## src/rtl/alu_dispatch.sv

```systemverilog
// Single-entry issue stage feeding the 32-bit ALU: funct3/funct7 decode, operand select,
// registered ALU inputs. Optional forwarding path enabled by the ALU_DISPATCH_FWD_EN macro.
module alu_dispatch #(
  parameter int XLEN  = 32,
  parameter int CNT_W = 16
) (
  input  logic             clk,
  input  logic             rst_n,
  input  logic             in_valid,
  output logic             in_ready,
  input  logic [2:0]       in_funct3,
  input  logic             in_funct7b5,
  input  logic             in_is_imm,
  input  logic [4:0]       in_rs1_addr,
  input  logic [4:0]       in_rs2_addr,
  input  logic [4:0]       in_rd,
  input  logic [XLEN-1:0]  in_rs1_data,
  input  logic [XLEN-1:0]  in_rs2_data,
  input  logic [XLEN-1:0]  in_imm,
  input  logic [XLEN-1:0]  alu_result,
  output logic             out_valid,
  input  logic             out_ready,
  output logic [XLEN-1:0]  op1,
  output logic [XLEN-1:0]  op2,
  output logic [3:0]       alu_op,
  output logic [4:0]       out_rd,
  output logic [CNT_W-1:0] evt_cnt
);

  typedef enum logic [3:0] {
    OP_ADD  = 4'b0000,
    OP_SUB  = 4'b0001,
    OP_AND  = 4'b0010,
    OP_OR   = 4'b0011,
    OP_XOR  = 4'b0100,
    OP_SLL  = 4'b0101,
    OP_SRL  = 4'b0110,
    OP_SRA  = 4'b0111,
    OP_SLT  = 4'b1000,
    OP_SLTU = 4'b1001
  } alu_op_e;

  alu_op_e         op_d;
  logic [XLEN-1:0] op1_d;
  logic [XLEN-1:0] op2_d;
  logic            haz_rs1;
  logic            haz_rs2;
  logic            accept;
  logic            xfer;
  logic            evt_inc;

  // NOTE: every always_comb output gets a default first so no path can infer a latch.
  always_comb begin
    op_d = OP_ADD;
    unique case (in_funct3)
      3'b000: op_d = (in_funct7b5 && !in_is_imm) ? OP_SUB : OP_ADD;
      3'b001: op_d = OP_SLL;
      3'b010: op_d = OP_SLT;
      3'b011: op_d = OP_SLTU;
      3'b100: op_d = OP_XOR;
      3'b101: op_d = in_funct7b5 ? OP_SRA : OP_SRL;
      3'b110: op_d = OP_OR;
      3'b111: op_d = OP_AND;
      default: op_d = OP_ADD;
    endcase
  end

  // x0 is hardwired zero, so a pending write to it never creates a dependency.
  assign haz_rs1 = out_valid && (out_rd != 5'd0) && (in_rs1_addr == out_rd);
  assign haz_rs2 = out_valid && (out_rd != 5'd0) && !in_is_imm && (in_rs2_addr == out_rd);
  assign xfer    = out_valid && out_ready;
  assign accept  = in_valid && in_ready;

`ifdef ALU_DISPATCH_FWD_EN
  logic [XLEN-1:0] rs2_val;

  // alu_result always belongs to the entry held now, i.e. the producer of out_rd.
  assign op1_d    = haz_rs1 ? alu_result : in_rs1_data;
  assign rs2_val  = haz_rs2 ? alu_result : in_rs2_data;
  assign op2_d    = in_is_imm ? in_imm : rs2_val;
  assign in_ready = !out_valid || out_ready;
  assign evt_inc  = accept && (haz_rs1 || haz_rs2);
`else
  logic unused_alu_result;

  assign unused_alu_result = ^alu_result;
  assign op1_d    = in_rs1_data;
  assign op2_d    = in_is_imm ? in_imm : in_rs2_data;
  // Hold a dependent instruction off until the producer has left; the register file
  // then supplies the written value one cycle later.
  assign in_ready = (!out_valid || out_ready) && !(in_valid && (haz_rs1 || haz_rs2));
  assign evt_inc  = in_valid && (haz_rs1 || haz_rs2);
`endif

  // NOTE: state registers use non-blocking assignments so all flops update together at the edge.
  always_ff @(posedge clk) begin
    if (!rst_n) begin
      out_valid <= 1'b0;
      op1       <= '0;
      op2       <= '0;
      alu_op    <= OP_ADD;
      out_rd    <= '0;
      evt_cnt   <= '0;
    end else begin
      if (accept) begin
        out_valid <= 1'b1;
        op1       <= op1_d;
        op2       <= op2_d;
        alu_op    <= op_d;
        out_rd    <= in_rd;
      end else if (xfer) begin
        out_valid <= 1'b0;
      end
      if (evt_inc && (evt_cnt != '1)) begin
        evt_cnt <= evt_cnt + CNT_W'(1);
      end
    end
  end

endmodule

```

## config.mk

```make
export PLATFORM = sky130hd
export DESIGN_NAME = alu_dispatch
export DESIGN_NICKNAME = d
export VERILOG_FILES = /design/src/rtl/alu_dispatch.sv
export SDC_FILE = /design/constraint.sdc
export NUM_CORES = 1
export LEC_CHECK = 0
export CAP_MARGIN = 5
export CORE_AREA = 2 2 90 101
export DETAILED_ROUTE_END_ITERATION = 10
export DIE_AREA = 0 0 92 103
export DONT_BUFFER_PORTS = 1
export GPL_ROUTABILITY_DRIVEN = 0
export PLACE_DENSITY = 0.68
export SYNTH_ARGS = -nofsm -noshare
export SYNTH_HDL_FRONTEND = slang
export SYNTH_SLANG_ARGS = --single-unit
```

## constraint.sdc

```tcl
create_clock -name clk -period 2.1 [get_ports clk]
set_input_delay 0 -clock clk [delete_from_list [all_inputs] [get_ports clk]]
set_output_delay 0 -clock clk [all_outputs]
set_load 0.01 [all_outputs]
```

==> results of run 1 <==
[synth_stat cells, types with 4 or more instances]
library cell  count
dfxtp_1          90
nand2_1          54
nand3_1          45
o21ai_0          43
nor2_1           39
mux2i_1          38
a211oi_2         24
clkbuf_1         19
a21oi_1           9
o31ai_1           9
or4_1             9
a211oi_1          8
xnor2_1           7
buf_2             6
buf_6             6
buf_4             5
inv_1             5
nand2b_1          5
nand4_1           5
nor4_1            4
[logic make-up after synthesis]
kind of cell             after synthesis  share of synthesized area [%]
buffers and inverters                 45                          5.914
multiplexers                          38                          9.220
adder cells (fa/ha/maj)                1                         0.3033
AO/OA/AOI/OAI                        102                          18.74
XOR/XNOR                              10                          2.123
AND/OR/NAND/NOR                      173                          20.02
flip-flops                            90                          43.68
[stage by stage]
step / cell area [um^2] / TNS (ns) / setup slack [ns]
after global placement: 4343 / -1.926 / -0.1029
after detailed placement: 4343 / -4.083 / -0.1654
after floorplan: 4125 / 0 / 0.01017
==> run_results.csv, run 1 <==
group,metric,value,unit
run_status,failed_stage,"4_1_cts",
clocking,hold_buffers,118,
yosys,syn-cell-area,0.004125,mm^2
yosys,synthFlopType,"dfxtp_1",
clocking,numCtsBuffers,9,
placed_design,io_buffers,0,
yosys,syn_inst,459,
clocking,clockRootBuffer,"clkbuf_8",
run_status,status,"stopped before the end",
yosys,synth_edf_count,0,
yosys,synth_top_cell_by_area,"dfxtp_1",
placed_design,hpwl,6951,um
yosys,ys_ff_latch,90,
run_status,stop_error,"[ERROR RSZ-0060] Max buffer count reached.",
clocking,clock_path_buffers,2,
yosys,synth_area_per_cell,8.987,um^2
yosys,synthArstFlopShare,0,%
yosys,yosys_warnings,0,
clocking,cts_setup_buffers,3,
clocking,cts.sinks,90,
floorplan,core.rowCount,36,
floorplan,chipHeight,103,um
yosys,ys_seq_area_share,43.68,%
floorplan,die_w,92,um
yosys,synth_cell_types,41,
floorplan,io_pins,243,
clocking,htree_num_levels,3,
floorplan,start_util,48.20,%
yosys,yosys-top-cells-area,"dfxtp_1 44%, mux2i_1 9.2%, a211oi_2 7.3%, nand3_1 5.5%, o21ai_0 5.2%",
yosys,synth.top_cell.area_share,43.68,%
placed_design,dp.cells,567,
clocking,cts_resized,37,
yosys,syn-num-nets,612,
==> inputs of run 2 (changes only) <==
--- a/config.mk
+++ b/config.mk
@@ -6,12 +6,12 @@
 export NUM_CORES = 1
 export LEC_CHECK = 0
 export CAP_MARGIN = 5
-export CORE_AREA = 2 2 90 101
+export CORE_AREA = 2 2 112 114
 export DETAILED_ROUTE_END_ITERATION = 10
-export DIE_AREA = 0 0 92 103
+export DIE_AREA = 0 0 114 116
 export DONT_BUFFER_PORTS = 1
 export GPL_ROUTABILITY_DRIVEN = 0
-export PLACE_DENSITY = 0.68
+export PLACE_DENSITY_LB_ADDON = 0.15
 export SYNTH_ARGS = -nofsm -noshare
 export SYNTH_HDL_FRONTEND = slang
 export SYNTH_SLANG_ARGS = --single-unit
==> constraint.sdc (replaced) <==
create_clock -name clk -period 2.7 [get_ports clk]
set_input_delay 0 -clock clk [delete_from_list [all_inputs] [get_ports clk]]
set_output_delay 0 -clock clk [all_outputs]
set_load 0.01 [all_outputs]
==> run_results.csv, run 2 <==
group,metric,value,unit
global_route,antenna_found_initial,0,
timing,fin_crit,2.457,ns
min_path,min_from,"in_valid",
setup_path,crit_slowest_cell,"or4_1",
timing,clock_skew,0.008342,ns
setup_path,r2r_slack,0.24,ns
timing,tns,0,ns
setup_path,crit_path_end_kind,"flop",
timing,timing.final.crit_share,91.00,%
finish,fill_cells,1096,
clocking,insertion_delay,0.34,ns
floorplan,start_util,34.63,%
setup_path,path_delay_family,"simple AND/OR/NAND/NOR gates",
detailed_routing,wl_per_cell,16.71,um
detailed_routing,drtPass1Iterations,4,
min_path,min_to,"evt_cnt[1]$_SDFFE_PN0P_",
yosys,syn-num-nets,612,
run,maxCapViolCount,0,
yosys,ys_ff_latch,90,
setup_path,arrival,2.73,ns
yosys,synth_area_per_cell,8.987,um^2
yosys,ys_top_cells_by_count,"90 x dfxtp_1, 54 x nand2_1, 45 x nand3_1",
pwr,leakage,0.002064,uW
timing,worst_pin_slew,0.7340,ns
clocking,numCtsBuffers,9,
yosys,synth.top_cell.area_share,43.68,%
run_status,status,"finished clean",
floorplan,io_pins,243,
setup_path,r2r-end,"op2[29]$_SDFFE_PN0P_",
clocking,cts_tree,"yes",
floorplan,dieArea,0.01322,mm^2
floorplan,chipHeight,116,um
clocking,cts_setup_buffers,0,
finish,final_util,47.27,%
setup_path,r2r_cells,7,
finish,top_regs,"op1 (32), op2 (32), evt_cnt (16)",
floorplan,die_w,114,um
detailed_routing,drtAntennaViolNets,0,
finish,area_delta_synth_final,36.49,%
placed_design,hpwl,7121,um
pwr,ir_drop,0.0003013,V
yosys,synth_edf_count,0,
yosys,syn-cell-area,0.004125,mm^2
yosys,synthFlopType,"dfxtp_1",
yosys,synth_cell_types,41,
setup_path,timing.rr.start,"out_rd[0]$_SDFFE_PN0P_",
setup_path,path_cells,"or4_1 -> nor2_2 -> nor4_2 -> o32ai_4 -> buf_4 -> nor2_1 -> a211oi_2",
detailed_routing,routed_wl,11710,um
global_route,grt_first_pass_wirelength,17540,um
yosys,ys_seq_area_share,43.68,%
setup_path,worstSetupPathType,"reg2reg",
finish,final_common_cell,"dlygate4sd3_1",
finish,antennaDiodeCount,0,
timing,fmax,407.0,MHz
min_path,min_path_cells,3,
placed_design,dp.cells,577,
finish,drive_gt1_share,9.928,%
yosys,yosys-top-cells-area,"dfxtp_1 44%, mux2i_1 9.2%, a211oi_2 7.3%, nand3_1 5.5%, o21ai_0 5.2%",
floorplan,fp.coreArea,0.01191,mm^2
global_route,grt_usage,16.99,%
detailed_routing,drc_errors,0,
global_route,grt_max_degree,96,
detailed_routing,first_iter_violations,193,
yosys,synthArstFlopShare,0,%
yosys,yosysMostFrequentCell,"dfxtp_1",
setup_path,critPathBufInv,1,
setup_path,cp_max_fo,36,
detailed_routing,vias_per_cell,5.281,
timing,drv_slew,0,
clocking,path_clk_slew,0.06,ns
yosys,syn_inst,459,
timing,hold_violations,0,
finish,nNetsFinal,702,
clocking,clockRootBuffer,"clkbuf_16",
global_route,grt_pass1_vias,3431,
setup_path,cp-start-kind,"flop",
timing,finalSetupViolCount,0,
floorplan,core.rowCount,40,
finish,instances_no_fill,701,
placed_design,io_buffers,0,
yosys,synth_top_cell_by_area,"dfxtp_1",
finish,mostFrequentLayoutCells,"107 x dlygate4sd3_1, 90 x dfxtp_1, 54 x nand2_1",
setup_path,cp_slowest_stage_delay,0.56,ns
clocking,clock_path_buffers,2,
pwr,powerDensity,598.3,mW/mm^2
clocking,htree_num_levels,3,
timing,rsz0062_at_grt,"no",
setup_path,worstPathRequired,2.97,ns
detailed_routing,vias,3702,
min_path,hold_path.class,"in2reg",
clocking,cts.sinks,90,
timing,relSlewSlack,50.76,%
global_route,grt_overflow,0,
yosys,yosys_warnings,0,
-- run 2: worst register-to-register path: stages, from the launching register on --
cell	delay, ns
dfxtp_1	0.40
or4_1	0.56
nor2_2	0.15
nor4_2	0.10
o32ai_4	0.50
buf_4	0.41
nor2_1	0.10
a211oi_2	0.18
-- run 2: logic make-up after synthesis --
logic type | count (synthesis) | synth area share [%]
DFF | 90 | 43.68
muxes | 38 | 9.220
buffers and inverters | 45 | 5.914
xor gates and xnor gates | 10 | 2.123
and+or+nand+nor | 173 | 20.02
adders and majority gates | 1 | 0.3033
AOI/OAI and AO/OA | 102 | 18.74
-- run 2: layer usage --
layer	routed length [um]	global-route usage (%)
met5	0	0
met3	1005	5.910
met1	4749	19.65
met2	5711	28.13
met4	245	8.374
-- run 2: metrics by stage --
stage / total power, uW / setup slack, ns / hold WS (ns) / cell area, um^2
after floorplan: 1831 / 0.6102 / 0.1304 / 4125
after global placement: 1855 / 0.2538 / 0.1345 / 4212
after detailed placement: 1863 / 0.2379 / 0.1392 / 4212
after CTS: 3397 / 0.2002 / 0.001615 / 5630
after global routing: 3518 / 0.07487 / 0.02021 / 5630
final: 3369 / 0.2429 / 0.01925 / 5630
-- run 2: cell type report --
cell class / instances / area [um^2] / area share (%)
multi-input combinational: 324 / 2091 / 37.13
clock inverter: 5 / 77.57 / 1.378
inverter: 6 / 22.52 / 0.4000
tap: 147 / 183.9 / 3.267
sequential: 90 / 1802 / 32.00
clock buffer: 11 / 242.7 / 4.311
timing repair buffer: 118 / 1211 / 21.51
-- run 2: power by group --
group          internal [uW]  total (uW)  switching (uW)
combinational            252         463             211
sequential              1420        1540             121
clock                    834        1360             529
total                   2510        3370             860
-- run 2: how the worst max path moves through the flow --
stage	slack [ns]	to	start	cells past startpoint
4_1_cts	0.20	op2[29]$_SDFFE_PN0P_	out_rd[0]$_SDFFE_PN0P_	7
2_1_floorplan	0.61	op2[16]$_SDFFE_PN0P_	out_rd[0]$_SDFFE_PN0P_	8
3_3_place_gp	0.25	op2[29]$_SDFFE_PN0P_	out_rd[0]$_SDFFE_PN0P_	7
3_5_place_dp	0.24	op2[29]$_SDFFE_PN0P_	out_rd[0]$_SDFFE_PN0P_	7
5_1_grt	0.07	op2[29]$_SDFFE_PN0P_	out_rd[0]$_SDFFE_PN0P_	7
6_report	0.24	op2[29]$_SDFFE_PN0P_	out_rd[0]$_SDFFE_PN0P_	7
-- run 2: repair_timing --
item | 4_1_cts | 5_1_grt
resized for setup | 0 | 0
hold buffers | 108 | 0
hold endpoints to repair | 81 | 0
(Power assumes the default switching activity.)
